### src/rtl/i2s_tx.sv
// i2s_tx -- I2S master transmitter (playback / capture loopback source).
//
// Stereo DATA_W-bit sample pairs arrive on a valid/ready stream and are queued
// in a small FIFO. SCK and WS are generated from clk. Each 64-SCK frame sends
// the left word while WS=0 and the right word while WS=1, MSB first, one bit
// after each WS edge. All serial outputs change on the SCK falling edge.
//
// Ports:
//   clk, rst_n      system clock; synchronous active-low reset
//   en              transmit enable, acted on only at frame boundaries
//   s_valid/s_ready sample-pair stream handshake (s_ready = !full)
//   s_left/s_right  two's complement samples
//   underrun_clr    clears the sticky underrun flag
//   sck, ws, sd     I2S bus (ws=0 selects the left channel)
//   frame_start     one-clk pulse when a frame's data is loaded
//   underrun        sticky: a frame started with the FIFO empty
//   level           FIFO occupancy
//
// Build option I2S_TX_UNDERRUN_HOLD_EN: when defined, an underrun frame
// retransmits the previous frame's samples; otherwise it sends zeros.

module i2s_tx #(
  parameter int CLK_DIV    = 8,   // clk cycles per SCK half-period, >= 2
  parameter int DATA_W     = 24,  // bits per channel, <= 31
  parameter int FIFO_DEPTH = 4    // power of two, >= 2
) (
  input  logic                          clk,
  input  logic                          rst_n,
  input  logic                          en,
  input  logic                          s_valid,
  output logic                          s_ready,
  input  logic [DATA_W-1:0]             s_left,
  input  logic [DATA_W-1:0]             s_right,
  input  logic                          underrun_clr,
  output logic                          sck,
  output logic                          ws,
  output logic                          sd,
  output logic                          frame_start,
  output logic                          underrun,
  output logic [$clog2(FIFO_DEPTH):0]   level
);

  localparam int AW = $clog2(FIFO_DEPTH);
  localparam int CW = $clog2(CLK_DIV);
  localparam logic [CW-1:0] DIV_LAST = CW'(CLK_DIV - 1);
  localparam logic [AW:0]   LVL_FULL = (AW + 1)'(FIFO_DEPTH);

  typedef enum logic {IDLE, RUN} state_t;

  state_t state, state_nxt;

  // ---------------------------------------------------------------------------
  // Sample-pair FIFO
  // ---------------------------------------------------------------------------
  logic [DATA_W-1:0] mem_l [FIFO_DEPTH];
  logic [DATA_W-1:0] mem_r [FIFO_DEPTH];
  logic [AW-1:0]     wr_ptr, rd_ptr;
  logic              full, empty, push, pop;

  assign full    = (level == LVL_FULL);
  assign empty   = (level == '0);
  assign s_ready = !full;
  assign push    = s_valid && s_ready;

  always_ff @(posedge clk) begin
    if (push) begin
      mem_l[wr_ptr] <= s_left;
      mem_r[wr_ptr] <= s_right;
    end
  end

  always_ff @(posedge clk) begin
    if (!rst_n) begin
      wr_ptr <= '0;
      rd_ptr <= '0;
      level  <= '0;
    end else begin
      if (push) wr_ptr <= wr_ptr + AW'(1);
      if (pop)  rd_ptr <= rd_ptr + AW'(1);
      case ({push, pop})
        2'b10:   level <= level + (AW + 1)'(1);
        2'b01:   level <= level - (AW + 1)'(1);
        default: level <= level;
      endcase
    end
  end

  // ---------------------------------------------------------------------------
  // FSM: state register / next state / control strobes
  // ---------------------------------------------------------------------------
  logic [CW-1:0] div_cnt;
  logic [5:0]    bit_cnt, bit_nxt;
  logic          tick, fall, wrap, load, go_idle, under_set;

  always_ff @(posedge clk) begin
    if (!rst_n) state <= IDLE;
    else        state <= state_nxt;
  end

  always_comb begin
    state_nxt = state;
    case (state)
      IDLE:    if (en) state_nxt = RUN;
      RUN:     if (go_idle) state_nxt = IDLE;
      default: state_nxt = IDLE;
    endcase
  end

  // tick: SCK edge due; fall: that edge is 1->0; wrap: the fall that starts
  // a new frame. en is only looked at on wrap so a frame is never cut short.
  always_comb begin
    tick    = 1'b0;
    fall    = 1'b0;
    wrap    = 1'b0;
    load    = 1'b0;
    go_idle = 1'b0;
    if (state == RUN) begin
      tick    = (div_cnt == DIV_LAST);
      fall    = tick && sck;
      wrap    = fall && (bit_cnt == 6'd63);
      load    = wrap && en;
      go_idle = wrap && !en;
    end
  end

  assign pop       = load && !empty;
  assign under_set = load && empty;
  assign bit_nxt   = bit_cnt + 6'd1;

  // ---------------------------------------------------------------------------
  // Frame sample registers
  // ---------------------------------------------------------------------------
  logic [DATA_W-1:0] left_sh, right_sh;

  always_ff @(posedge clk) begin
    if (!rst_n) begin
      left_sh  <= '0;
      right_sh <= '0;
    end else if (pop) begin
      left_sh  <= mem_l[rd_ptr];
      right_sh <= mem_r[rd_ptr];
    end else if (under_set) begin
`ifdef I2S_TX_UNDERRUN_HOLD_EN
      // keep the last frame so it is sent again
      left_sh  <= left_sh;
      right_sh <= right_sh;
`else
      left_sh  <= '0;
      right_sh <= '0;
`endif
    end
  end

  // Bit selected for the upcoming slot. Left MSB sits in slot 1, right MSB in
  // slot 33; slot 0, slot 32 and everything past DATA_W in each half are 0.
  // The words are indexed in place rather than shifted so that a hold-mode
  // underrun still has the previous frame intact.
  logic sd_nxt;

  always_comb begin
    sd_nxt = 1'b0;
    for (int i = 0; i < DATA_W; i++) begin
      if (bit_nxt == 6'(DATA_W - i))      sd_nxt = left_sh[i];
      if (bit_nxt == 6'(32 + DATA_W - i)) sd_nxt = right_sh[i];
    end
  end

  // ---------------------------------------------------------------------------
  // Serial timing and bus outputs
  // ---------------------------------------------------------------------------
  always_ff @(posedge clk) begin
    if (!rst_n) begin
      div_cnt <= '0;
      bit_cnt <= 6'd63;
      sck     <= 1'b0;
      ws      <= 1'b0;
      sd      <= 1'b0;
    end else if (state == IDLE || go_idle) begin
      // bit_cnt parked at 63 so the first fall after RUN wraps to slot 0
      div_cnt <= '0;
      bit_cnt <= 6'd63;
      sck     <= 1'b0;
      ws      <= 1'b0;
      sd      <= 1'b0;
    end else if (tick) begin
      div_cnt <= '0;
      sck     <= !sck;
      if (fall) begin
        bit_cnt <= bit_nxt;
        ws      <= bit_nxt[5];
        sd      <= sd_nxt;
      end
    end else begin
      div_cnt <= div_cnt + CW'(1);
    end
  end

  // ---------------------------------------------------------------------------
  // Status
  // ---------------------------------------------------------------------------
  always_ff @(posedge clk) begin
    if (!rst_n) begin
      frame_start <= 1'b0;
      underrun    <= 1'b0;
    end else begin
      frame_start <= load;
      // a new underrun outranks a simultaneous clear
      if (under_set)         underrun <= 1'b1;
      else if (underrun_clr) underrun <= 1'b0;
    end
  end

endmodule
### config.mk
export PLATFORM = sky130hd
export DESIGN_NAME = i2s_tx
export DESIGN_NICKNAME = d
export VERILOG_FILES = /design/src/rtl/i2s_tx.sv
export SDC_FILE = /design/constraint.sdc
export NUM_CORES = 1
export LEC_CHECK = 0
export CORE_MARGIN = 2
export CORE_UTILIZATION = 41
export DETAILED_ROUTE_END_ITERATION = 16
export PLACE_DENSITY_LB_ADDON = 0.15
export RECOVER_POWER = 100
export SLEW_MARGIN = 0
export SYNTH_ARGS = -nofsm -noshare
export SYNTH_HDL_FRONTEND = slang
export SYNTH_SLANG_ARGS = --single-unit
### constraint.sdc
create_clock -name clk -period 2.7 [get_ports clk]
set_input_delay 0.27 -clock clk [delete_from_list [all_inputs] [get_ports clk]]
set_output_delay 0.27 -clock clk [all_outputs]
set_load 0.02 [all_outputs]
Word-level counts from Yosys, hierarchy flattened
Memory sizes are Yosys's and may differ from the RTL's. A register that Yosys moved wholly into a read port is not among the register bits.
Index checks and enable logic that the tools add are counted.
Cells by class
  add/subtract/negate cells: 6
  multiply operators: 0
  div/mod/pow operators: 0
  order comparisons: 0
  eq/ne operators: 53
  shift operators: 0
  mux-type cells: 67
  bitwise operators: 2
  reduce and logical (&&, ||, !) cells: 19
Operator list (number)
  6-bit == test, second input constant: 25
  24-bit 2-to-1 mux: 3
  1-bit 2-to-1 mux: 58
  6-bit by 5-bit == test with 1-bit output, second input constant: 9
  6-bit by 4-bit == test with 1-bit output, second input constant: 8
  6-bit by 3-bit == test with 1-bit output, second input constant: 4
  6-bit by 2-bit == test with 1-bit output, second input constant: 2
  2-bit 2-to-1 mux: 4
  1-bit logical AND: 7
  3-bit by 1-bit adder with 3-bit output, second input constant: 2
  6-bit by 1-bit adder with 6-bit output, second input constant: 1
  3-bit == test, second input constant: 2
  6-bit by 1-bit == test with 1-bit output, second input constant: 1
  3-bit one-hot mux with 2 select lines: 1
  2-bit nonzero test: 3
  2-bit by 1-bit adder with 2-bit output, second input constant: 2
  1-bit zero test: 4
  3-bit zero test: 1
  3-bit OR reduction: 1
  3-bit by 1-bit subtractor with 3-bit output, second input constant: 1
  2-bit by 1-bit == test with 1-bit output, second input constant: 1
  2-bit == test, second input constant: 1
  1-bit inverter: 2
  1-bit one-hot mux with 2 select lines: 1
  other kinds (3): 3
Storage, ports and cells
  register bits after elaboration: 70
  bits in latches: 0
  RAM bits: 192
  bits in read-only memories: 0
  input bits: 53
  output and inout port bits: 9
  logic and storage cells: 162
  memories kept: 2
Memory list
  mem_l: depth 4, bits a word 24, read ports 1, clocked after Yosys merged registers in 1, wr ports 1, line 55  | logic [DATA_W-1:0] mem_l [FIFO_DEPTH];
  mem_r: depth 4, bits a word 24, read ports 1, clocked after Yosys merged registers in 1, wr ports 1, line 56  | logic [DATA_W-1:0] mem_r [FIFO_DEPTH];

Depth between registers and ports, before layout
Gate-level depths: netlist (run 1).
  depth after elaboration: 50
  mapped depth: 13
  mapped depth without buffers: 11

Worst setup path after synthesis (run 1)
OpenSTA, ideal clock, no wires.
  kind: register -> register
  from: reg div_cnt[0]
  to: reg level[2]
  arrival time: 2796 ps
  required time: 2624 ps
  slack: -172 ps
  cell stages (with the launch flop): 14
  path buffers: 2
  period minus slack after synthesis: 2872 ps
  cells stage by stage: dfxtp_1 ha_1 ha_1 and3_1 clkbuf_1 and3_1 clkbuf_1 and2_1 ha_1 inv_1 fa_1 xor2_1 or3_1 a21boi_0
Between the ends
  longest elaborated chain between the ends: 8
  elaborated cells on any way between the ends: 10
  those cells by class: 3 x eq/ne; 2 x mux; 5 x reduce/logical
Ends and longest elaborated chain
  start, declared: line 91  | logic [CW-1:0] div_cnt;
  start signal, assigned: line 194  | div_cnt <= div_cnt + CW'(1);
  3-bit == test *: line 118  | tick = (div_cnt == DIV_LAST);
  1-bit logical AND *: line 119  | fall = tick && sck;
  1-bit logical AND *: line 120  | wrap = fall && (bit_cnt == 6'd63);
  1-bit logical AND *: line 121  | load = wrap && en;
  1-bit 2-to-1 mux *: line 117  | if (state == RUN) begin
  1-bit logical AND *: line 126  | assign pop = load && !empty;
  net pop: line 58  | logic full, empty, push, pop;
  2-bit by 1-bit == test with 1-bit output / 2-bit == test (equally long branches): line 80  | case ({push, pop})
  3-bit one-hot mux with 2 select lines / 2-bit nonzero test (equally long branches)
  end signal, assigned: line 81  | 2'b10: level <= level + (AW + 1)'(1);
  end signal, assigned: line 82  | 2'b01: level <= level - (AW + 1)'(1);
  end signal, assigned: line 83  | default: level <= level;
  end, declared: line 40  | output logic [$clog2(FIFO_DEPTH):0] level
The timed path passes the listed nets; every way through them passes the cells marked *.
A chain may end at the register's enable or synchronous reset.

Worst setup path in the final report (run 1)
  from: reg bit_cnt[0]
  to: reg level[2]
Between the ends
  longest elaborated chain between the ends: 7
  elaborated cells on any way between the ends: 9
  those cells by class: 3 x eq/ne; 2 x mux; 4 x reduce/logical
Ends and longest elaborated chain
  start, declared: line 92  | logic [5:0] bit_cnt, bit_nxt;
  start signal, assigned: line 189  | bit_cnt <= bit_nxt;
  6-bit == test *: line 120
  1-bit logical AND *: line 120
  1-bit logical AND *: line 121
  1-bit 2-to-1 mux *: line 117
  1-bit logical AND *: line 126
  net pop: line 58
  2-bit by 1-bit == test with 1-bit output / 2-bit == test (equally long branches): line 80
  3-bit one-hot mux with 2 select lines / 2-bit nonzero test (equally long branches)
Marks and branches as above.

==> metrics.md, run 1 <==
| Metric | Value |
|---|---|
| Comb pwr share | `4.9%` |
| FF+latch area | `7213 um2` |
| Fill cell count | `2291` |
| Worst vdd ir | `0.5072 mV` |
| MaxCap Viol Count | `0` |
| DR iter-0 viols | `417` |
| WP depth | `11` |
| Slowest-stage cell, CP | `fa_1` |
| Register bit total from synthesis | `264` |
| R2r startpoint | `bit_cnt[0]` |
| Clock Pin Slew Worst Setup and Hold Paths | `0.06 ns` |
| Final HPWL DP | `18.82 mm` |
| Clock group share of total power | `42.8%` |
| Clock Tree Root | `clkbuf_16` |
| Int Pwr | `6884 uW` |
| Commonest cells in the netlist | `edfxtp_1 (192), dfxtp_1 (72), nand2_1 (70)` |
| Post-Synthesis Cell Area | `11260 um2` |
| Gr ovfl total | `0` |
| Total Routing Usage GR | `18.94%` |
| Async set-reset flop share out of synthesis | `0%` |
| Seq pwr share | `52.3%` |
| CP Data Required Time | `3.15 ns` |
| Largest net degree at the start of global routing | `50` |
| Post-synth top area share | `51.19%` |
| Design Area, Final | `13560 um2` |
| Synth cell types | `78` |
| CP top delay family | `simple AND/OR/NAND/NOR gates` |
| Setup violators final | `0` |
| # hold bufs at CTS | `0` |
| CTS buffer count | `29` |
| Ant. Diodes | `0` |
| Port Buf Inserts | `61` |
| Critical Path Most Common Cell | `ha_1` |
| Die ar. | `28810 um2` |
| Die Width | `169.7 um` |
| First-pass GRT wire length | `41.78 mm` |
| Bufs and invs on worst path | `1` |
| Static leakage | `0.004420 uW` |
| Largest stage delay, worst path | `0.37 ns` |
| Initial antenna violation count | `0` |
| Final core occ | `50.30%` |
| Register area share after synthesis | `63.99%` |
| DRC | `0` |
| Post-layout min period | `2.583 ns` |
| Placement Setup Slack | `0.07901 ns` |
| Fmax achieved | `387.1 MHz` |
| Largest cells by area after synthesis | `edfxtp_1 (51%), dfxtp_1 (13%), mux4_2 (9.6%)` |
| GP Congestion | `0.8771` |
| Post-synth EDFFs | `192` |
| Multi-input logic area | `3759 um2` |
| Fin nets | `959` |
| Clk buf depth | `3` |
| PD cells | `639.9 nW/um2` |
| Final hold vios | `0` |
| Worst setup endpoint | `level[2]` |
| Sw frac | `20.64%` |
| Syn_nets | `862` |
| Number of I/O pins | `62` |
| Worst-Margin Slew | `0.6443 ns` |
| Drt total wl | `26.89 mm` |
| Worst R2R Path Depth | `11` |
| Cell Area, Placed | `12630 um2` |
| Hold WC Path Type | `in -> reg` |
| Worst Clk Skew | `0.01857 ns` |
| Row Count | `60` |
| Worst-skew pair later-pin latency | `0.53 ns` |
| Leading area contributor after synthesis | `edfxtp_1` |
| Final Cycle Share | `95.67%` |
| Crit Path Class | `reg -> reg` |
| R2r setup slk | `0.12 ns` |
| TritonCTS clock tree | `built` |
| Die Span Y | `169.7 um` |
| Worst-path fanout max | `3` |
| Vias after detailed routing | `6975` |
| Slew Limit Headroom | `57.05%` |
| Final ANT Viol Nets | `0` |
| Synth Flop Type | `edfxtp_1` |
| Worst path cell trace | `ha_1 > nand3_2 > nor2_2 > and3_4 > and2_4 > ha_1 > inv_1 > fa_1 > xor2_1 > or3_1 > a21boi_1` |
| Worst R2R End | `level[2]` |
| Synthesis-to-layout area growth | `20.38%` |
| Post-CTS Setup Repair Bufs | `0` |
| CTS-repair resized insts | `0` |
| Setup ws final | `0.1170 ns` |
| Syn Inst Count | `796` |
| H-Tree Depth | `1` |
| CP Launch Point | `bit_cnt[0]` |
| CORE AREA | `26950 um2` |
| Starting Density | `41.79%` |
| Crit path capture type | `register` |
| WL per Instance | `21.41 um` |
| Sw power | `1791 uW` |
| Final Slew Violations | `0` |
| Power, Total | `8674 uW` |
| Startpoint Class | `register` |
| Status | `finished, final reports clean` |
| Syn. warnings | `0` |
| Ratio of cells with drive above 1 in the final layout | `20.44%` |
| Number of global-route vias before repair | `7280` |
| Arrival @ worst endpoint | `3.04 ns` |
| Drt first pass iters | `5` |
| Vias per cell | `5.553` |
| Top-count cell post-synth | `edfxtp_1` |
| Syn_area_per_cell | `14.15 um2` |
| Hold WS | `0.2278 ns` |
| Clk sinks | `264` |
==> final cells by class <==
type / count / area share [%]
multi-input combinational: 457 / 27.72
clock inverter: 15 / 0.9506
tap: 341 / 3.147
clock buffer: 38 / 5.676
sequential: 264 / 53.21
timing repair buffer: 121 / 8.740
inverter: 20 / 0.5538
==> flip-flops by register name (all words and copies together) (netlist names), named ones only <==
name	flops
mem_l	96
mem_r	96
left_sh	24
right_sh	24
bit_cnt	6
div_cnt	3
level	3
rd_ptr	2
wr_ptr	2
frame_start	1
sck	1
sd	1
state	1
underrun	1
ws	1
==> cell usage in the layout (no fill, tap or decap), types with 10 or more instances in the layout <==
cell type        instances
dlygate4sd3_1           48
edfxtp_1               192
nand2_1                 70
dfxtp_1                 69
nor2_1                  13
a21oi_1                 17
mux4_2                  48
o21ai_0                 27
and2_1                  13
inv_1                   18
buf_12                  10
clkdlybuf4s50_1         12
ha_1                    10
a21boi_0                49
nand3_1                 62
clkbuf_16               29
buf_4                   49
==> worst min-delay path by stage <==
stage,endpoint,cells after the start,from,slack [ns]
floorplan,mem_l[0][0],0,s_left[0],0.37
global placement,div_cnt[0],1,div_cnt[0],0.42
detailed placement,div_cnt[0],1,div_cnt[0],0.44
CTS,state,2,rst_n,0.22
global route,right_sh[2],2,rst_n,0.25
finish,state,2,rst_n,0.23
==> power by group through the flow <==
stage               combinational, uW  sequential, uW  clock, uW
detailed placement                455            4620          0
CTS                               456            4540       3800
finish                            429            4530       3710
global route                      467            4540       3960
floorplan                         192            4620          0
global placement                  440            4610          0
==> through the flow <==
step	std cells	TNS [ns]
3_5_place_dp	1203	0
4_1_cts	1256	0
3_3_place_gp	1203	0
2_1_floorplan	796	0
5_1_grt	1256	-0.01578
6_report	1256	0
==> kinds of logic after synthesis <==
| kind of cell | Yosys count | share of synthesized area (%) |
|---|---|---|
| AOI/OAI and AO/OA | 168 | 10.65 |
| DFF | 264 | 63.99 |
| buffers and inverters | 75 | 3.000 |
| xor gates and xnor gates | 13 | 1.011 |
| and+or+nand+nor | 212 | 9.954 |
| muxes | 51 | 9.877 |
| adders and majority gates | 13 | 1.511 |
==> routing by layer <==
layer  vias to the layer above  routed length, um  track usage (%)
met5                         -                  0                0
met4                         0                849            6.763
met3                        48                911            2.472
met2                       137              13070            31.73
met1                      3525              12060            25.49
li1                       3265                  -                -
Note: power is estimated with default switching activity, not from simulation.
==> run 2, diff against run 1 <==
Settings changed: CTS_CLUSTER_SIZE set to 12.
==> run 2 against run 1 <==
  * Register-to-register slack lost 0.06 ns
  * Non-clock buffer count unchanged
  * Worst hold slack improved by 0.0061 ns
  * Critical path type unchanged
  * Critical endpoint is now sd
  * Highest routed layer unchanged
==> metrics.md, run 2 (same netlist as run 1, synthesis figures left out) <==
| Metric | Value |
|---|---|
| Status | `finished, final reports clean` |
| Arrival @ worst endpoint | `3.05 ns` |
| Clk buf depth | `3` |
| Ant. Diodes | `0` |
| DR iter-0 viols | `382` |
| Row Count | `60` |
| Final HPWL DP | `18.82 mm` |
| Bufs and invs on worst path | `2` |
| Initial antenna violation count | `0` |
| Final ANT Viol Nets | `0` |
| Startpoint Class | `register` |
| Design Area, Final | `13490 um2` |
| Cell Area, Placed | `12630 um2` |
| Final Slew Violations | `0` |
| Slowest-stage cell, CP | `a311oi_1` |
| Total Routing Usage GR | `19.02%` |
| Final Cycle Share | `97.92%` |
| Worst-skew pair later-pin latency | `0.53 ns` |
| Gr ovfl total | `0` |
| Worst R2R Path Depth | `10` |
| Starting Density | `41.79%` |
| Worst path cell trace | `buf_4 > a21bo_2 > nand2_4 > or4b_1 > a311oi_1 > buf_4 > a31oi_1 > a2bb2oi_1 > nor2_1 > a211oi_1` |
| Most common cell after layout, fill and taps aside | `edfxtp_1` |
| Crit Path Class | `reg -> reg` |
| Fin nets | `959` |
| Setup violators final | `0` |
| Worst-path fanout max | `14` |
| Port Buf Inserts | `61` |
| Worst-Margin Slew | `0.6270 ns` |
| WP depth | `10` |
| # hold bufs at CTS | `0` |
| Worst R2R End | `sd` |
| Slew Limit Headroom | `57.92%` |
| Multi-input logic area | `3764 um2` |
| Clock Tree Root | `clkbuf_16` |
| Top Registers | `mem_l: 96 flops, mem_r: 96 flops` |
| Clk sinks | `264` |
| MaxCap Viol Count | `0` |
| Largest stage delay, worst path | `0.59 ns` |
| Drt total wl | `26.99 mm` |
| Worst vdd ir | `0.4950 mV` |
| Final hold vios | `0` |
| Number of global-route vias before repair | `7286` |
| DRC | `0` |
| PD cells | `624.3 nW/um2` |
| Clock Pin Slew Worst Setup and Hold Paths | `0.06 ns` |
| Drt first pass iters | `5` |
| H-Tree Depth | `1` |
| Vias after detailed routing | `6944` |
| Synthesis-to-layout area growth | `19.74%` |
| Number of I/O pins | `62` |
| Die Width | `169.7 um` |
| Ratio of cells with drive above 1 in the final layout | `20.04%` |
| Setup TNS | `0 ns` |
| WL per Instance | `21.53 um` |
| R2r startpoint | `bit_cnt[0]` |
| CP Launch Point | `bit_cnt[0]` |
| CP top delay family | `compound AO/OA/AOI/OAI gates` |
| Static leakage | `0.004384 uW` |
| Fill cell count | `2308` |
| Worst Clk Skew | `0.01323 ns` |
| Post-CTS Setup Repair Bufs | `0` |
| Fmax achieved | `378.3 MHz` |
| Largest net degree at the start of global routing | `50` |
| CTS-repair resized insts | `0` |
| FF+latch area | `7213 um2` |
| First-pass GRT wire length | `41.92 mm` |
| CP Data Required Time | `3.11 ns` |
| Worst setup endpoint | `sd` |
| GP Congestion | `0.8771` |
| R2r setup slk | `0.06 ns` |
| TritonCTS clock tree | `built` |
| Die ar. | `28810 um2` |
| Post-layout min period | `2.644 ns` |
| Vias per cell | `5.537` |
| Most frequent cells in the layout | `edfxtp_1 (192), nand2_1 (70), dfxtp_1 (69)` |
| Crit path capture type | `register` |
| CORE AREA | `26950 um2` |
| Hold WC Path Type | `in -> reg` |
| CTS buffer count | `29` |
| Die Span Y | `169.7 um` |
| Critical Path Most Common Cell | `buf_4` |
run 2: layout make-up:
type                            count  share of cell area [%]
Sequential cell                   264                   53.49
Clock buffer                       38                   5.632
Timing Repair Buffer              121                   8.786
Multi-Input combinational cell    457                   27.91
Clock inverter                     13                  0.4639
Inverter                           20                  0.5567
Tap cell                          341                   3.164
run 2: stage by stage:
step | total power, uW | std cells | hold slack [ns] | utilization [%] | worst slack, ns
6_report | 8419 | 1254 | 0.2338 | 50.04 | 0.05625
3_5_place_dp | 5076 | 1203 | 0.4359 | 46.86 | 0.07901
3_3_place_gp | 5050 | 1203 | 0.4168 | 46.86 | 0.2302
5_1_grt | 8718 | 1254 | 0.2532 | 50.04 | -0.01712
4_1_cts | 8534 | 1254 | 0.2170 | 49.91 | 0.07162
2_1_floorplan | 4811 | 796 | 0.3689 | - | 0.01948
run 2: worst reg2reg max path, stage by stage (launching register included):
cell       delay (ns)
dfxtp_1          0.34
buf_4            0.24
a21bo_2          0.21
nand2_4          0.07
or4b_1           0.51
a311oi_1         0.59
buf_4            0.21
a31oi_1          0.04
a2bb2oi_1        0.14
nor2_1           0.12
a211oi_1         0.06
run 2: worst min path at each step:
stage          depth (start not counted)  slack (ns)       start          end
6_report                               2        0.23       rst_n        state
5_1_grt                                2        0.25       rst_n  right_sh[2]
4_1_cts                                2        0.22       rst_n        state
3_5_place_dp                           1        0.44  div_cnt[0]   div_cnt[0]
3_3_place_gp                           1        0.42  div_cnt[0]   div_cnt[0]
2_1_floorplan                          0        0.37   s_left[0]  mem_l[0][0]
run 2: power by group:
group          total, uW  switching, uW  internal (uW)
clock               3450           1490           1960
sequential          4530           33.8           4500
combinational        431            240            191
total               8420           1760           6660
run 2: per-layer routing:
layer	part of all wire [%]	GRT usage, %	routed length [um]
met5	0	0	0
met3	3.6	2.868	983
met1	45	25.52	12160
met2	49	31.96	13120
met4	2.7	6.132	730
==> run 3, diff against run 2 <==
Settings changed: CORE_ASPECT_RATIO set to 0.9, CORE_MARGIN 2 to 1.
==> run 3 against run 2 <==
  * Clock skew up 0.022 ns
  * Sequential share of layout area grew 0.33 points
  * Cell count is 0.64% lower
  * Flip-flop and latch count stayed put
  * Via count fell by 0.95%
  * Register-to-register slack better by 0.099 ns
  * Largest power group unchanged
==> metrics.md, run 3 (same netlist as run 1, synthesis figures left out) <==
| Metric | Value |
|---|---|
| Ratio of cells with drive above 1 in the final layout | `18.72%` |
| Worst-Margin Slew | `0.6121 ns` |
| Setup ws final | `0.1552 ns` |
| Total Routing Usage GR | `19.05%` |
| TritonCTS clock tree | `built` |
| WL per Instance | `20.86 um` |
| Clock Pin Slew Worst Setup and Hold Paths | `0.07 ns` |
| Drt total wl | `26.00 mm` |
| Inst Count DP | `1192` |
| Finished Layout Cells | `1246` |
| Die ar. | `28140 um2` |
| CP Data Required Time | `3.16 ns` |
| Die Span Y | `159.2 um` |
| Setup violators final | `0` |
| Starting Density | `41.78%` |
| Startpoint Class | `register` |
| Number of I/O pins | `62` |
| Synthesis-to-layout area growth | `19.05%` |
| Clk sinks | `264` |
| # hold bufs at CTS | `0` |
| R2r startpoint | `div_cnt[0]` |
| CORE AREA | `26960 um2` |
| Worst-path fanout max | `6` |
| Worst Clk Skew | `0.03493 ns` |
| Ant. Diodes | `0` |
| Worst R2R End | `level[2]` |
| Placement Setup Slack | `0.06195 ns` |
| Most common cell after layout, fill and taps aside | `edfxtp_1` |
| Hold WC Path Type | `in -> reg` |
| Vias per cell | `5.520` |
| MaxCap Viol Count | `0` |
| Final Cycle Share | `94.25%` |
| Initial antenna violation count | `0` |
| Die Width | `176.7 um` |
| Most frequent cells in the layout | `edfxtp_1 (192), nand2_1 (70), dfxtp_1 (67)` |
| H-Tree Depth | `1` |
| Worst vdd ir | `0.5742 mV` |
| Clk buf depth | `3` |
| Top Registers | `mem_l: 96 flops, mem_r: 96 flops` |
| Row Count | `57` |
| Largest net degree at the start of global routing | `61` |
| Final HPWL DP | `17.07 mm` |
| Arrival @ worst endpoint | `3.00 ns` |
| Crit Path Class | `reg -> reg` |
| Worst setup endpoint | `level[2]` |
| Drt first pass iters | `5` |
| Fmax achieved | `393.0 MHz` |
| Power, Total | `8695 uW` |
| Setup TNS | `0 ns` |
| Worst R2R Path Depth | `11` |
| First-pass GRT wire length | `40.92 mm` |
| CP Launch Point | `div_cnt[0]` |
| Crit path capture type | `register` |
| Post-layout min period | `2.545 ns` |
| Vias after detailed routing | `6878` |
| Final ANT Viol Nets | `0` |
| Final hold vios | `0` |
| Slew Limit Headroom | `59.19%` |
| Final core occ | `49.74%` |
| Fin nets | `936` |
| Static leakage | `0.004308 uW` |
| Status | `finished, final reports clean` |
| R2r setup slk | `0.16 ns` |
| GP Congestion | `0.8892` |
| CTS buffer count | `28` |
| Worst-skew pair later-pin latency | `0.57 ns` |
| DRC | `0` |
| PD cells | `648.5 nW/um2` |
| Gr ovfl total | `0` |
| Port Buf Inserts | `61` |
| Clock Tree Root | `clkbuf_16` |
| Number of global-route vias before repair | `7021` |
| Final Slew Violations | `0` |
| DR iter-0 viols | `532` |
## run 3: through the flow
stage,hold WS (ns),cell area (um2)
finish,0.1766,13410
global route,0.1923,13410
CTS,0.1694,13360
detailed placement,0.4521,12440
global placement,0.4176,12440
floorplan,0.3689,11270
## run 3: how the worst min path moves through the flow
stage | from | slack (ns) | end | cells after the start
CTS | rst_n | 0.17 | bit_cnt[2] | 3
floorplan | s_left[0] | 0.37 | mem_l[0][0] | 0
global route | rst_n | 0.19 | bit_cnt[2] | 3
global placement | div_cnt[0] | 0.42 | div_cnt[0] | 1
finish | rst_n | 0.18 | bit_cnt[0] | 3
detailed placement | div_cnt[0] | 0.45 | div_cnt[0] | 1
## run 3: final cells by class
class | count | area, um2
tap | 354 | 442.9
fill | 2310 | 13550
clock inverter | 7 | 107.6
inverter | 20 | 75.07
multi-input combinational | 457 | 3761
clock buffer | 45 | 814.5
sequential | 264 | 7216
timing repair buffer | 99 | 991.0
## run 3: critical path, stage by stage, from the launching register on
cell and delay [ns]:
dfxtp_1 0.34, ha_1 0.19, ha_4 0.17, and3_1 0.18
and3_2 0.20, and2_4 0.16, ha_2 0.18, inv_1 0.05
fa_1 0.37, xor2_1 0.16, or3_1 0.30, a21boi_0 0.17
## run 3: timing repair
action                     in CTS  in global routing
setup endpoints to repair       0                  2
setup buffers                   0                  2
gates resized for setup         0                 10
## run 3: where the power goes
part	internal, uW	switching [uW]
sequential	4500	32.8
clock	2250	1520
combinational	161	225
total	6920	1780
## run 3: routing by layer
metal / GRT usage, % / up-vias / part of all wire [%]
met3: 2.961 / 49 / 4.3
met1: 27.75 / 3450 / 47
met4: 5.682 / 0 / 3.1
met2: 29.39 / 164 / 45
li1: - / 3215 / -
met5: 0 / - / 0
